===== src/rtl/snn_pkg.sv =====
// Shared definitions for the SNN classification control path:
// scheduler states, AER reset-event count and the no-winner result code.
package snn_pkg;

    typedef enum logic [2:0] {
        IDLE,
        ARM,
        RUN,
        SETTLE,
        REPORT
    } state_t;

    // The sorter emits two AER reset events before the first pixel event of a run.
    localparam int AER_RESET_EVENTS = 2;

    function automatic int unsigned noWinnerCode(input int unsigned outBits);
        return (32'd1 << outBits) - 32'd1;
    endfunction

endpackage


===== src/rtl/sat_counter.sv =====
// Up-counter with synchronous clear that holds at LIMIT instead of wrapping.
module sat_counter #(
    parameter int WIDTH = 8,
    parameter int LIMIT = 255
) (
    input  logic             CLK,
    input  logic             RST,
    input  logic             i_clear,
    input  logic             i_inc,
    output logic [WIDTH-1:0] o_count
);

    logic [WIDTH-1:0] r_count;

    // Clear has priority over increment.
    always_ff @(posedge CLK) begin
        if (RST || i_clear) begin
            r_count <= '0;
        end else if (i_inc && (r_count != WIDTH'(LIMIT))) begin
            r_count <= r_count + 1'b1;
        end
    end

    assign o_count = r_count;

endmodule


===== src/rtl/inference_scheduler.sv =====
// Sequences one classification run: arms the sorter, takes the first valid
// output spike as the winner (or times out), drains the AER input path, then reports.
module inference_scheduler
    import snn_pkg::*;
#(
    parameter int IMAGE_SIZE      = 256,
    parameter int IMAGE_SIZE_BITS = $clog2(IMAGE_SIZE),
    parameter int N_OUT           = 10,
    parameter int OUT_BITS        = 4,
    parameter int TIMEOUT_CYCLES  = 65535,
    parameter int TIMEOUT_BITS    = $clog2(TIMEOUT_CYCLES + 1),
    parameter int SETTLE_CYCLES   = 8
) (
    input  logic                     CLK,
    input  logic                     RST,
    input  logic                     START,
    output logic                     BUSY,
    output logic                     NEW_IMAGE,
    input  logic                     FOUND_NEXT_INDEX,
    input  logic                     IMAGE_ENCODED,
    input  logic                     AERIN_CTRL_BUSY,
    output logic                     INFERENCE_DONE,
    input  logic                     OUT_SPIKE_VALID,
    input  logic [OUT_BITS-1:0]      OUT_SPIKE_ADDR,
    output logic [OUT_BITS-1:0]      RESULT,
    output logic                     RESULT_VALID,
    output logic                     TIMED_OUT,
    output logic                     ENCODE_COMPLETE,
    output logic [IMAGE_SIZE_BITS:0] SPIKES_SENT
);

    localparam int EVENT_LIMIT = AER_RESET_EVENTS + IMAGE_SIZE;
    localparam int EVENT_BITS  = $clog2(EVENT_LIMIT + 1);
    localparam int SETTLE_BITS = $clog2(SETTLE_CYCLES + 1);
    localparam logic [OUT_BITS-1:0] NO_WINNER = OUT_BITS'(noWinnerCode(OUT_BITS));

    state_t r_state;

    logic                    w_arm;
    logic                    w_inRun;
    logic                    w_validSpike;
    logic                    w_expire;
    logic                    w_settleDone;
    logic                    w_pixelEvent;
    logic                    w_settleClear;
    logic [TIMEOUT_BITS-1:0] w_watchdog;
    logic [EVENT_BITS-1:0]   w_eventCount;
    logic [SETTLE_BITS-1:0]  w_settleCount;

    // Counters are cleared on the IDLE->ARM transition so ARM already shows a clean run.
    assign w_arm         = (r_state == IDLE) && START;
    assign w_inRun       = (r_state == RUN);
    assign w_validSpike  = OUT_SPIKE_VALID && (OUT_SPIKE_ADDR < OUT_BITS'(N_OUT));
    assign w_expire      = w_inRun && (w_watchdog == TIMEOUT_BITS'(TIMEOUT_CYCLES - 1));
    assign w_pixelEvent  = w_inRun && FOUND_NEXT_INDEX
                           && (w_eventCount >= EVENT_BITS'(AER_RESET_EVENTS));
    assign w_settleClear = (r_state != SETTLE) || AERIN_CTRL_BUSY;
    assign w_settleDone  = (r_state == SETTLE) && !AERIN_CTRL_BUSY
                           && (w_settleCount == SETTLE_BITS'(SETTLE_CYCLES - 1));

    sat_counter #(.WIDTH(TIMEOUT_BITS), .LIMIT(TIMEOUT_CYCLES)) u_watchdog (
        .CLK(CLK), .RST(RST), .i_clear(w_arm), .i_inc(w_inRun), .o_count(w_watchdog)
    );

    sat_counter #(.WIDTH(EVENT_BITS), .LIMIT(EVENT_LIMIT)) u_eventCount (
        .CLK(CLK), .RST(RST), .i_clear(w_arm), .i_inc(w_inRun && FOUND_NEXT_INDEX),
        .o_count(w_eventCount)
    );

    sat_counter #(.WIDTH(IMAGE_SIZE_BITS + 1), .LIMIT(IMAGE_SIZE)) u_spikesSent (
        .CLK(CLK), .RST(RST), .i_clear(w_arm), .i_inc(w_pixelEvent), .o_count(SPIKES_SENT)
    );

    sat_counter #(.WIDTH(SETTLE_BITS), .LIMIT(SETTLE_CYCLES)) u_settle (
        .CLK(CLK), .RST(RST), .i_clear(w_settleClear), .i_inc(1'b1), .o_count(w_settleCount)
    );

    // A valid spike is checked before watchdog expiry, so a spike on the last cycle wins.
    always_ff @(posedge CLK) begin
        if (RST) begin
            r_state         <= IDLE;
            BUSY            <= 1'b0;
            NEW_IMAGE       <= 1'b0;
            INFERENCE_DONE  <= 1'b0;
            RESULT          <= NO_WINNER;
            RESULT_VALID    <= 1'b0;
            TIMED_OUT       <= 1'b0;
            ENCODE_COMPLETE <= 1'b0;
        end else begin
            NEW_IMAGE    <= 1'b0;
            RESULT_VALID <= 1'b0;
            case (r_state)
                IDLE: begin
                    if (START) begin
                        r_state         <= ARM;
                        BUSY            <= 1'b1;
                        NEW_IMAGE       <= 1'b1;
                        RESULT          <= NO_WINNER;
                        TIMED_OUT       <= 1'b0;
                        ENCODE_COMPLETE <= 1'b0;
                    end
                end
                ARM: begin
                    r_state <= RUN;
                end
                RUN: begin
                    if (IMAGE_ENCODED) begin
                        ENCODE_COMPLETE <= 1'b1;
                    end
                    if (w_validSpike) begin
                        r_state        <= SETTLE;
                        RESULT         <= OUT_SPIKE_ADDR;
                        INFERENCE_DONE <= 1'b1;
                    end else if (w_expire) begin
                        r_state        <= SETTLE;
                        TIMED_OUT      <= 1'b1;
                        INFERENCE_DONE <= 1'b1;
                    end
                end
                SETTLE: begin
                    if (w_settleDone) begin
                        r_state      <= REPORT;
                        RESULT_VALID <= 1'b1;
                    end
                end
                REPORT: begin
                    r_state        <= IDLE;
                    BUSY           <= 1'b0;
                    INFERENCE_DONE <= 1'b0;
                end
                default: begin
                    r_state        <= IDLE;
                    BUSY           <= 1'b0;
                    INFERENCE_DONE <= 1'b0;
                end
            endcase
        end
    end

endmodule


===== config.mk =====
export PLATFORM = sky130hd
export DESIGN_NAME = inference_scheduler
export DESIGN_NICKNAME = d
export VERILOG_FILES = /design/src/rtl/snn_pkg.sv /design/src/rtl/sat_counter.sv /design/src/rtl/inference_scheduler.sv
export SDC_FILE = /design/constraint.sdc
export NUM_CORES = 1
export LEC_CHECK = 0
export CAP_MARGIN = 0
export CORE_MARGIN = 5
export CORE_UTILIZATION = 46
export DETAILED_ROUTE_END_ITERATION = 7
export DONT_BUFFER_PORTS = 1
export SYNTH_ARGS = -nofsm -noshare
export SYNTH_HDL_FRONTEND = slang
export SYNTH_SLANG_ARGS = --single-unit

===== constraint.sdc =====
create_clock -name CLK -period 4.4 [get_ports CLK]
set_clock_uncertainty 0.15 [all_clocks]
set_input_delay 0.66 -clock CLK [delete_from_list [all_inputs] [get_ports CLK]]
set_output_delay 0.66 -clock CLK [all_outputs]
set_load 0.005 [all_outputs]

**Yosys cells after proc, flatten, opt, wreduce, memory -nomap -nowiden**

Cells that the tools add are included.

- Reduce and logical (&&, ||, !) cells: 26
- Multiplexer cells: 20
- Add/sub/neg operators: 4
- Magnitude comparators: 2
- Bitwise operators: 4
- Eq/ne operators: 17

Operator list:

| kind | count |
|---|---|
| 9-bit by 1-bit adder with 9-bit output, second input constant | 2 |
| 9-bit != test, second input constant | 2 |
| 16-bit by 1-bit adder with 16-bit output, second input constant | 1 |
| 16-bit equality test, second input constant | 1 |
| 16-bit != test, second input constant | 1 |
| 3-bit 2-to-1 mux | 4 |
| 2-bit != test, second input constant | 6 |
| 3-bit case mux with 4 select lines | 1 |
| 1-bit logical AND | 10 |
| 9-bit by 2-bit >= comparator with 1-bit output, second input constant | 1 |
| 3-bit AND reduction | 3 |
| 1-bit 2-to-1 mux | 8 |
| 4-bit 2-to-1 mux | 2 |
| 1-bit case mux with 2 select lines | 4 |
| 4-bit case mux with 2 select lines | 1 |
| 3-bit by 2-bit equality test with 1-bit output, second input constant | 2 |
| 3-bit OR reduction | 2 |
| 4-bit by 1-bit adder with 4-bit output, second input constant | 1 |
| 4-bit by 3-bit equality test with 1-bit output, second input constant | 1 |
| 4-bit less-than comparator, second input constant | 1 |
| 4-bit != test, second input constant | 1 |
| 1-bit inverter | 4 |
| 2-bit AND reduction | 2 |
| 4-bit AND reduction | 1 |
| 8 further kinds | 11 |

- Input port bits: 11
- Output and inout bits: 19
- Register bits after elaboration: 51

**Logic depth before layout (Yosys ltp)**

- Depth in word-level cells: 5
- Depth in mapped cells: 7
- Mapped depth without buffers: 6

**By module**

Synthesis repeated with hierarchy kept, for this count alone.

- Cells, all modules: 293
- Area, all modules: 2,592.5 µm²

By module, submodules not included:

| module | cells each | area an instance (µm²) | instances |
|---|---|---|---|
| sat_counter at u_watchdog | 95 | 847.1 | 1 |
| inference_scheduler | 69 | 605.6 | 1 |
| sat_counter at u_eventCount | 52 | 465.4 | 1 |
| sat_counter at u_spikesSent | 52 | 450.4 | 1 |
| sat_counter at u_settle | 25 | 224.0 | 1 |

**Worst setup path before layout**

OpenSTA, ideal clock, no wires.

- Kind: register to register
- From: register r_state[2]
- To: register u_watchdog.r_count[11] (netlist: u_watchdog.o_count[11])
- Library setup time: 0.070 ns
- Clock period less this slack: 2.326 ns
- Path slack: 2.074 ns
- Data arrival time: 2.106 ns
- Data required time: 4.180 ns
- Buffers on the path: 3
- Cell stages (with the launch flop): 8
- Cells stage by stage: dfxtp_1 buf_6 or3b_4 buf_6 or4_1 buf_2 or4_1 a21oi_1

- Word-level cells in the longest chain between the ends: 3
- Elaborated cells on any way between the ends: 5
- Classes of those cells: eq/ne: 1; reduce/logical: 4

Ends and longest elaborated chain:

| what | RTL line | RTL |
|---|---|---|
| start: declaration | inference_scheduler.sv:37 | `state_t r_state;` |
| start signal: assignment | inference_scheduler.sv:81 | `r_state <= IDLE;` |
| start signal: assignment | inference_scheduler.sv:95 | `r_state <= ARM;` |
| start signal: assignment | inference_scheduler.sv:104 | `r_state <= RUN;` |
| 3-bit logical NOT | inference_scheduler.sv:51 | `assign w_arm = (r_state == IDLE) && START;` |
| 1-bit logical AND | inference_scheduler.sv:51 |  |
| 1-bit logical OR | sat_counter.sv:17 | `if (RST \|\| i_clear) begin` |
| end signal: assignment | sat_counter.sv:20 | `r_count <= r_count + 1'b1;` |
| end: declaration | sat_counter.sv:13 | `logic [WIDTH-1:0] r_count;` |

Parallel ways exist; a longest one is shown, timed or not.
A chain may end at the register's enable or synchronous reset.

**Worst setup path in the final report**

- From: register r_state[1]
- To: register u_watchdog.r_count[11] (netlist: u_watchdog.o_count[11])

Same word-level chain as after synthesis.

==> impl_metrics.json <==
{
  "design.die.area_um2": 7020,
  "critPathArrivalTime_ns": 2.58,
  "clk_pin_slew_ns": 0.09,
  "avgRoutedWirePerCell_um": 14.1,
  "period_minus_slack_ns": 2.51,
  "routed_wl_mm": 5.15,
  "power_leakage_nw": 0.843,
  "whs_ns": 0.267,
  "grt_pass1_wl_mm": 8.86,
  "drive_gt1_frac": 0.0544,
  "yosys_register_bits": 51,
  "finalSetupViolCount": 0,
  "cts_buffers": 5,
  "synth_flop_cell": "dfxtp_1",
  "outcome": "finished, final reports clean",
  "cap_viol_max_count": 0,
  "slew_violations": 0,
  "hold_buffers": 0,
  "clockRootBuffer": "clkbuf_8",
  "drc": 0,
  "worstHoldPathType": "in -> reg",
  "yosysSeqAreaShare": 0.408,
  "ys_types": 50,
  "synth_edf_count": 0,
  "drt_first_pass_iters": 4,
  "antenna_cells": 0,
  "setup-tns-final_ns": 0,
  "r2r_setup_slack_ns": 1.89,
  "p_sw_mw": 0.201,
  "grt_max_degree": 19,
  "ios": 30,
  "path_class": "reg -> reg",
  "fp.dieW_um": 83.8,
  "crit_path_start": "r_state[1]$_SDFFE_PP0P_",
  "std_cell_rows": 26,
  "grt_usage": 0.149,
  "vdd_drop_max_mv": 0.173,
  "synth_nets": 316,
  "r2r_end": "u_watchdog.o_count[11]$_SDFFE_PP0P_",
  "worstMarginPinSlew_ns": 0.802,
  "period_share": 0.570,
  "synth_area_leader_cell": "dfxtp_1",
  "synthCells": 297,
  "combPwrFrac": 0.066,
  "yosys_warnings": 0,
  "switching_share": 0.219,
  "seqPwrFrac": 0.524,
  "synthTopCellsByArea": "dfxtp_1, nor2_1, a21oi_1",
  "gr-total-overflow": 0,
  "clockBufferDepth": 2,
  "dpl.hpwl_mm": 3.66,
  "cts-htree-levels": 2,
  "ant_nets": 0,
  "die_h_um": 83.8,
  "crit_path_max_incr_delay_ns": 0.63,
  "synth_area_um2": 2500,
  "worstPathRequired_ns": 4.48,
  "ctsResizeCount": 0,
  "synthToLayoutAreaGrowth_pct": 6.64,
  "worstPathCellList": "or3b_4 > or4_1 > or4_1 > a21oi_1",
  "cpMostUsedCell": "or4_1",
  "layout.cells.most_common": "dfxtp_1",
  "layout_common_cells": "dfxtp_1, nor2_1, nand2_1, a21oi_1, o21ai_0",
  "hold_viol_final": 0,
  "initial_utilization": 0.481,
  "num_vias": 2125,
  "vias_per_cell": 5.84,
  "drt_iter0_markers": 120,
  "max_slew_margin": 0.458,
  "startpoint_type": "flop",
  "first_global_vias": 1934,
  "slowest_stage": "or4_1",
  "power_density_nw_per_um2": 345,
  "reg2regPathDepth": 4,
  "clk_latency_ns": 0.30,
  "fin_nets": 312,
  "gp_congestion": 0.778,
  "portBuffers": 0,
  "cts.sinks": 51,
  "power.share.clock": 0.411,
  "crit_path_end_kind": "flop",
  "syn_avg_cell_area_um2": 8.43,
  "endpoint": "u_watchdog.o_count[11]$_SDFFE_PP0P_",
  "core_region_area_um2": 5200,
  "antenna_found_initial": 0,
  "worstPathMaxFanout": 12,
  "fmax_mhz": 399,
  "synth.top_cell.area_share": 0.408,
  "cts_tree": "done",
  "r2r_start": "r_state[1]$_SDFFE_PP0P_",
  "intPower_mw": 0.720,
  "async_reset_ff_frac": 0,
  "post_cts_buffers": 0,
  "rsz0062_at_grt": "false"
}
## per-layer routing
layer	GRT usage	part of all wire	vias up
li1	-	-	1087
met1	0.198	0.49	993
met2	0.236	0.45	40
met3	0.0464	0.057	5
met4	0.0351	0.0074	0
met5	0	0	-
## power groups by stage
stage | clock network, mW | logic, mW | registers [mW]
final | 0.378 | 0.0604 | 0.483
after global routing | 0.406 | 0.0702 | 0.485
after CTS | 0.388 | 0.0610 | 0.483
after detailed placement | 0 | 0.0607 | 0.493
after global placement | 0 | 0.0604 | 0.493
after floorplan | 0 | 0.0557 | 0.487
## cells in the mapped netlist (3+ instances only)
master    count
dfxtp_1      51
nor2_1       32
a21oi_1      21
nand2_1      21
o21ai_0      15
nor3_1       14
nand3_1      13
inv_1        11
nand4_1      11
or3_1        10
clkbuf_1      8
ha_1          8
or4_1         8
xnor2_1       8
a31oi_1       4
and4_1        4
mux2i_1       4
o21bai_1      4
o31ai_1       4
and3_1        3
nor4_1        3
o41ai_1       3
## registers in the layout, indices dropped and copies added (netlist names), 3 cells and up
signal / cells
u_watchdog.o_count: 16
u_eventCount.o_count: 9
u_spikesSent.o_count: 9
RESULT: 4
u_settle.o_count: 4
r_state: 3
## kinds of logic (layout without fill, tap and decap cells)
group,after synthesis,after routing,share of synthesized area
compound gates,64,64,0.159
flops,51,51,0.408
buf+inv,23,20,0.0410
xor+xnor,10,10,0.0350
fa+ha+maj,8,8,0.0400
mux,4,4,0.0160
simple gates,137,137,0.302
## worst max-delay path, delay by kind of cell, from the launching register on
family	cells	cell delay (ns)
simple gates	3	1.63
flops	1	0.52
compound gates	1	0.14
## worst min-delay path by stage
stage	start	to	slack, ns	depth (start not counted)
after global placement	TIMED_OUT$_SDFFE_PP0P_	TIMED_OUT$_SDFFE_PP0P_	0.34	2
final	RST	TIMED_OUT$_SDFFE_PP0P_	0.27	1
after global routing	RST	TIMED_OUT$_SDFFE_PP0P_	0.24	1
after floorplan	TIMED_OUT$_SDFFE_PP0P_	TIMED_OUT$_SDFFE_PP0P_	0.30	2
after CTS	RST	TIMED_OUT$_SDFFE_PP0P_	0.26	1
after detailed placement	TIMED_OUT$_SDFFE_PP0P_	TIMED_OUT$_SDFFE_PP0P_	0.33	2
## cell type report
cell class	count	area (um^2)
Sequential cell	51	1020
Tap cell	70	87.6
Multi-Input combinational cell	223	1380
Fill cell	523	2530
Inverter	11	41.3
Timing Repair Buffer	1	7.51
Clock inverter	2	60.1
Clock buffer	6	72.6
## through the flow
step           area, um^2  setup slack [ns]  instances  power, mW  utilization
2_1_floorplan        2500              2.07        297      0.542            -
3_3_place_gp         2540              1.76        356      0.553        0.488
3_5_place_dp         2540              1.76        356      0.554        0.488
4_1_cts              2670              1.89        364      0.931        0.513
5_1_grt              2670              1.76        364      0.960        0.513
6_report             2670              1.89        364      0.921        0.513
Power figures use the tool's default switching activity.
